### config.mk
export PLATFORM = sky130hd
export DESIGN_NAME = sd_tone_sequencer
export DESIGN_NICKNAME = d
export VERILOG_FILES = /design/src/rtl/sd_seq_defs_pkg.sv /design/src/rtl/sd_seq_table.sv /design/src/rtl/sd_tone_sequencer.sv
export SDC_FILE = /design/constraint.sdc
export NUM_CORES = 1
export LEC_CHECK = 0
export BUFFER_PORTS_ARGS = -buffer_cell sky130_fd_sc_hd__buf_2
export CAP_MARGIN = 20
export CORE_MARGIN = 4
export CORE_UTILIZATION = 52
export CTS_CLUSTER_DIAMETER = 50
export DETAILED_ROUTE_END_ITERATION = 8
export PLACE_DENSITY_LB_ADDON = 0.1
export REMOVE_ABC_BUFFERS = 1
export SETUP_SLACK_MARGIN = 0.3
export SLEW_MARGIN = 20
export SYNTH_ARGS = -nofsm -noshare
export SYNTH_HDL_FRONTEND = slang
export SYNTH_HIERARCHICAL = 1
export SYNTH_SLANG_ARGS = --single-unit
### constraint.sdc
create_clock -name clk -period 3.58 [get_ports clk]
set_input_delay 0.716 -clock clk [delete_from_list [all_inputs] [get_ports clk]]
set_output_delay 0.716 -clock clk [all_outputs]
set_load 0.02 [all_outputs]
### src/rtl/sd_seq_defs_pkg.sv
// rtl/sd_seq_defs_pkg.sv - shared widths and state encodings for the tone sequencer
package sd_seq_defs;

    localparam int SD_KW        = 28;
    localparam int SD_DEPTH     = 8;
    localparam int SD_AW        = 3;
    localparam int SD_DWELL_W   = 16;
    localparam int SD_PRIME_CYC = 4;

    localparam logic [1:0] ST_IDLE  = 2'd0;
    localparam logic [1:0] ST_PRIME = 2'd1;
    localparam logic [1:0] ST_RUN   = 2'd2;

endpackage

### src/rtl/sd_seq_table.sv
// rtl/sd_seq_table.sv - tuning-word/dwell register file, one write port, async-read
module sd_seq_table
    import sd_seq_defs::*;
#(
    parameter int KW      = SD_KW,
    parameter int DWELL_W = SD_DWELL_W,
    parameter int DEPTH   = SD_DEPTH,
    parameter int AW      = SD_AW
) (
    input  logic               clk,
    input  logic               reset,
    input  logic               we_i,
    input  logic [AW-1:0]      waddr_i,
    input  logic [KW-1:0]      wkin_i,
    input  logic [DWELL_W-1:0] wdwell_i,
    input  logic [AW-1:0]      raddr_i,
    output logic [KW-1:0]      rkin_o,
    output logic [DWELL_W-1:0] rdwell_o
);

    logic [KW-1:0]      kin_q   [DEPTH];
    logic [DWELL_W-1:0] dwell_q [DEPTH];

    always_ff @(posedge clk or negedge reset) begin
        if (!reset) begin
            for (int i = 0; i < DEPTH; i++) begin
                kin_q[i]   <= '0;
                dwell_q[i] <= '0;
            end
        end else if (we_i) begin
            kin_q[waddr_i]   <= wkin_i;
            dwell_q[waddr_i] <= wdwell_i;
        end
    end

    assign rkin_o   = kin_q[raddr_i];
    assign rdwell_o = dwell_q[raddr_i];

endmodule

### src/rtl/sd_tone_sequencer.sv
// rtl/sd_tone_sequencer.sv - primes the sigma-delta modulator then steps kin through the table
module sd_tone_sequencer
    import sd_seq_defs::*;
#(
    parameter int KW        = SD_KW,
    parameter int DEPTH     = SD_DEPTH,
    parameter int AW        = SD_AW,
    parameter int DWELL_W   = SD_DWELL_W,
    parameter int PRIME_CYC = SD_PRIME_CYC
) (
    input  logic               clk,
    input  logic               reset,
    input  logic               cfg_we,
    input  logic [AW-1:0]      cfg_addr,
    input  logic [KW-1:0]      cfg_kin,
    input  logic [DWELL_W-1:0] cfg_dwell,
    input  logic [AW-1:0]      cfg_last,
    input  logic               cfg_loop,
    input  logic               start,
    input  logic               stop,
    output logic [KW-1:0]      kin_out,
    output logic               sd_reset,
    output logic               busy,
    output logic               done,
    output logic               step_strobe,
    output logic [AW-1:0]      step_idx,
    output logic               cfg_err
);

    localparam int PW = $clog2(PRIME_CYC + 1);

    logic [1:0]         state_q, state_d;
    logic [KW-1:0]      kin_q, kin_d;
    logic               sdr_q, sdr_d;
    logic               busy_q, busy_d;
    logic               done_q, done_d;
    logic               strobe_q, strobe_d;
    logic [AW-1:0]      idx_q, idx_d;
    logic               err_q, err_d;
    logic [PW-1:0]      prime_q, prime_d;
    logic [DWELL_W-1:0] dwell_q, dwell_d;
    logic [AW-1:0]      last_q, last_d;
    logic               loop_q, loop_d;

    logic               tbl_we;
    logic [AW-1:0]      rd_idx;
    logic [KW-1:0]      rd_kin;
    logic [DWELL_W-1:0] rd_dwell;

    assign tbl_we = cfg_we && (state_q == ST_IDLE);

    // The only entry ever fetched is the next one to show: 0 when starting or wrapping.
    assign rd_idx = (state_q == ST_RUN && idx_q != last_q) ? idx_q + AW'(1) : '0;

    sd_seq_table #(
        .KW      (KW),
        .DWELL_W (DWELL_W),
        .DEPTH   (DEPTH),
        .AW      (AW)
    ) u_table (
        .clk      (clk),
        .reset    (reset),
        .we_i     (tbl_we),
        .waddr_i  (cfg_addr),
        .wkin_i   (cfg_kin),
        .wdwell_i (cfg_dwell),
        .raddr_i  (rd_idx),
        .rkin_o   (rd_kin),
        .rdwell_o (rd_dwell)
    );

    always_comb begin
        state_d  = state_q;
        kin_d    = kin_q;
        sdr_d    = sdr_q;
        busy_d   = busy_q;
        done_d   = 1'b0;
        strobe_d = 1'b0;
        idx_d    = idx_q;
        err_d    = cfg_we && (state_q != ST_IDLE);
        prime_d  = prime_q;
        dwell_d  = dwell_q;
        last_d   = last_q;
        loop_d   = loop_q;

        case (state_q)
            ST_IDLE: begin
                kin_d  = '0;
                sdr_d  = 1'b1;
                busy_d = 1'b0;
                idx_d  = '0;
                if (!stop && start) begin
                    state_d = ST_PRIME;
                    last_d  = cfg_last;
                    loop_d  = cfg_loop;
                    kin_d   = rd_kin;
                    busy_d  = 1'b1;
                    prime_d = PW'(PRIME_CYC - 1);
                end
            end
            ST_PRIME: begin
                if (stop) begin
                    state_d = ST_IDLE;
                    kin_d   = '0;
                    sdr_d   = 1'b1;
                    busy_d  = 1'b0;
                    idx_d   = '0;
                end else if (prime_q == '0) begin
                    state_d  = ST_RUN;
                    sdr_d    = 1'b0;
                    dwell_d  = rd_dwell;
                    strobe_d = 1'b1;
                end else begin
                    prime_d = prime_q - PW'(1);
                end
            end
            ST_RUN: begin
                if (stop) begin
                    state_d = ST_IDLE;
                    kin_d   = '0;
                    sdr_d   = 1'b1;
                    busy_d  = 1'b0;
                    idx_d   = '0;
                end else if (dwell_q != '0) begin
                    dwell_d = dwell_q - DWELL_W'(1);
                end else if (idx_q != last_q || loop_q) begin
                    idx_d    = rd_idx;
                    kin_d    = rd_kin;
                    dwell_d  = rd_dwell;
                    strobe_d = 1'b1;
                end else begin
                    state_d = ST_IDLE;
                    kin_d   = '0;
                    sdr_d   = 1'b1;
                    busy_d  = 1'b0;
                    idx_d   = '0;
                    done_d  = 1'b1;
                end
            end
            default: begin
                state_d = ST_IDLE;
                kin_d   = '0;
                sdr_d   = 1'b1;
                busy_d  = 1'b0;
                idx_d   = '0;
            end
        endcase
    end

    always_ff @(posedge clk or negedge reset) begin
        if (!reset) begin
            state_q  <= ST_IDLE;
            kin_q    <= '0;
            sdr_q    <= 1'b1;
            busy_q   <= 1'b0;
            done_q   <= 1'b0;
            strobe_q <= 1'b0;
            idx_q    <= '0;
            err_q    <= 1'b0;
            prime_q  <= '0;
            dwell_q  <= '0;
            last_q   <= '0;
            loop_q   <= 1'b0;
        end else begin
            state_q  <= state_d;
            kin_q    <= kin_d;
            sdr_q    <= sdr_d;
            busy_q   <= busy_d;
            done_q   <= done_d;
            strobe_q <= strobe_d;
            idx_q    <= idx_d;
            err_q    <= err_d;
            prime_q  <= prime_d;
            dwell_q  <= dwell_d;
            last_q   <= last_d;
            loop_q   <= loop_d;
        end
    end

    assign kin_out     = kin_q;
    assign sd_reset    = sdr_q;
    assign busy        = busy_q;
    assign done        = done_q;
    assign step_strobe = strobe_q;
    assign step_idx    = idx_q;
    assign cfg_err     = err_q;

endmodule

==> metrics.md <==
| Metric | Value |
|---|---|
| RSZ-0062 raised after global routing | `false` |
| Initial antenna violation count | `1` |
| Comb power frac | `31.5%` |
| Internal Pwr Total | `13300 uW` |
| DIE WIDTH | `200 um` |
| Final GP Congestion | `0.755` |
| Sequential area share after synthesis | `53.8%` |
| CP Launch Point | `step_idx[0]$_DFFE_PN0P_` |
| Vias in the first global route | `11700` |
| Largest net degree at the start of global routing | `87` |
| FF/Latch Area | `10300 um^2` |
| Layout cells sized above 1 | `52.9%` |
| WS Path Type | `reg -> reg` |
| CTS max path bufs | `3` |
| R2R Path Start | `step_idx[0]$_DFFE_PN0P_` |
| Post-CTS sizing | `0` |
| DRC viols | `0` |
| Aggregate global routing overflow | `0` |
| Die Height | `200 um` |
| Post-synth EDFFs | `0` |
| Drt total wl | `43.3 mm` |
| Via count | `10800` |
| Top cell type's share of synthesized area | `53.7%` |
| Seq pwr share | `43.0%` |
| Initial DRT Pass Iterations | `4` |
| Worst rel slew slack | `45.0%` |
| CTS clk-pin slew, worst paths | `0.06 ns` |
| Placed cell area | `20100 um^2` |
| TritonCTS clock tree | `done` |
| Avg Cell Area, Syn | `15.6 um^2` |
| Num CTS Buffers | `49` |
| Yosys warns | `6` |
| Initial core utilization | `52.6%` |
| # port buffers | `91` |
| Commonest non-fill, non-tap cell in the layout | `dfrtp_1` |
| Core area | `36500 um^2` |
| Crit path launch type | `flop` |
| Clk_lat worst skew | `0.58 ns` |
| Initial detailed-routing violation count | `562` |
| Synth area leaders | `dfrtp_1 (54%), mux2_2 (23%), mux4_2 (10%), buf_2 (1.1%), nor3b_1 (1.1%)` |
| Area of the multi-input gates | `8330 um^2` |
| # Post-CTS Setup Buffers | `0` |
| Measured slew at the worst slew-check pin | `0.804 ns` |
| Post-synthesis register bit count | `413` |
| Clock power frac | `25.5%` |
| Worst-path fanout max | `60` |
| Layout area overhead | `13.2%` |
| Core Rows | `70` |
| Sw Ratio | `29.0%` |
| Cell area after layout | `21700 um^2` |
| P_leak | `0.00923 uW` |
| Fin Hold WS | `0.0870 ns` |
| Most used DFF post-synth | `dfrtp_1` |
| Fin nets | `1383` |
| Yosys top cell by area | `dfrtp_1` |
| Crit share post-route | `83.2%` |
| Final HPWL DP | `24.0 mm` |
| Setup violators final | `0` |
| HP Class | `in -> async` |
| Full die area | `40100 um^2` |
| Setup TNS | `0 ns` |
| Routed len/inst | `23.8 um` |
| Cts hold-fix bufs | `0` |
| Most frequent cells in the layout | `dfrtp_1 (412), mux2_2 (387), buf_2 (90), mux4_2 (88), clkbuf_16 (51)` |
| FFs w/ async S/R, synth | `100%` |
| Sw power | `5440 uW` |
| Depth of the CTS H-tree | `2` |
| Synth Cell Area | `19200 um^2` |
| I/O pin count | `92` |
| Pins Over Slew Limit | `0` |
| Max Clk Rate | `0.336 GHz` |
| Tmin final | `2.98 ns` |
| Vias per Instance | `5.95` |
| Antenna Nets Post-Route | `0` |
| Status | `completed` |
| Clock sinks | `413` |
| Max VDD drop | `0.000515 V` |
| Pwr Total | `18700 uW` |
| Pwr Density | `863 nW/um^2` |
| Crit path DAT | `3.44 ns` |
| Root Driver | `clkbuf_16` |
| First-pass GRT wire length | `69.4 mm` |
| Synth Instances | `1233` |
| GRT Overall Usage | `22.0%` |
| Distinct cells, synth | `60` |
| Max_cap viols | `0` |
| Final hold vios | `0` |
| Critical Path RT | `4.05 ns` |
| Setup crit end kind | `flop` |
| Skew final | `0.0131 ns` |
| Fill count | `2888` |
## metal layers
| layer | wire length [um] | up-vias | track usage (%) |
|---|---|---|---|
| met2 | 21100 | 151 | 36.0 |
| met3 | 1580 | 62 | 3.48 |
| met4 | 816 | 2 | 5.70 |
| li1 | - | 4816 | - |
| met5 | 11 | - | 0 |
| met1 | 19800 | 5803 | 31.3 |
## stage by stage
stage	util, %	setup slack [ns]	cells
detailed placement	55.2	0.589	1735
CTS	59.4	0.563	1820
finish	59.5	0.601	1822
global route	59.5	0.430	1821
floorplan	-	-5.55	1147
global placement	55.2	0.624	1735
## cells by family (layout without fill, tap and decap cells)
family          after synthesis  after routing  synth area share [%]
mux                         503            503                  34.8
flops                       413            413                  53.8
simple gates                124            124                  4.20
buf+inv                      98            218                  3.17
compound gates               82             82                  3.32
fa+ha+maj                     8              8                 0.521
xor+xnor                      5              5                 0.228
other cells                   0              1                     0
## registers in the layout, summed over array words and instances (netlist names), 2 cells and up
| register | cells |
|---|---|
| prime_q | 3 |
| kin_out | 28 |
| u_table/kin_q | 224 |
| state_q | 2 |
| step_idx | 3 |
| u_table/dwell_q | 128 |
| last_q | 3 |
| dwell_q | 16 |
## power groups by stage
stage | sequential, uW | clock [uW] | combinational, uW
global placement | 8030 | 0 | 5790
detailed placement | 8110 | 0 | 5930
floorplan | 7860 | 0 | 4630
global route | 8320 | 5140 | 6430
finish | 8060 | 4790 | 5900
CTS | 8060 | 4920 | 5950
## cell usage after synthesis (all sizes together), types with 3 or more instances
cell type / n
nor4: 7
dfrtp: 412
a31oi: 5
nor3: 14
nand4b: 3
nor3b: 28
a21oi: 9
nor4bb: 3
o2bb2ai: 9
mux4: 88
nand2: 14
ha: 8
nand3: 9
a31o: 29
buf: 71
nand2b: 6
mux2i: 13
clkbuf: 15
inv: 12
o21ai: 16
nor2b: 3
nor2: 25
mux2: 402
xnor2: 4
## final cells by class
cell class	count	area share (%)
clock buffer	71	6.59
timing repair buffer	121	4.02
antenna	1	0.0115
clock inverter	14	0.599
tap	468	2.69
multi-input combinational	722	38.3
inverter	12	0.207
sequential	413	47.6
## path summary, 6_finish.rpt
check | depth (start not counted) | end | slack (ns)
worst max-delay path | 10 | dwell_q[6]$_DFFE_PN0P_ | 0.60
max in group asynchronous | 2 | u_table/kin_q[131]$_DFFE_PN0P_ | 2.57
min in group clk | 2 | last_q[2]$_DFFE_PN0P_ | 0.38
worst max register to register | 10 | dwell_q[6]$_DFFE_PN0P_ | 0.60
worst min-delay path | 1 | u_table/dwell_q[16]$_DFFE_PN0P_ | 0.09
worst min register to register | 1 | prime_q[0]$_DFFE_PN0P_ | 0.48
## worst max-delay path, cell delays in order, from the launching register on
cell and delay [ns]:
dfrtp_1 0.46, xnor2_1 0.17, nand3_1 0.11, nand2_1 0.21, nor2_4 0.22, buf_12 0.45
mux4_2 0.57, mux2_2 0.29, o21ai_0 0.08, o21ai_0 0.10, a22o_1 0.20
(Power assumes the default switching activity.)
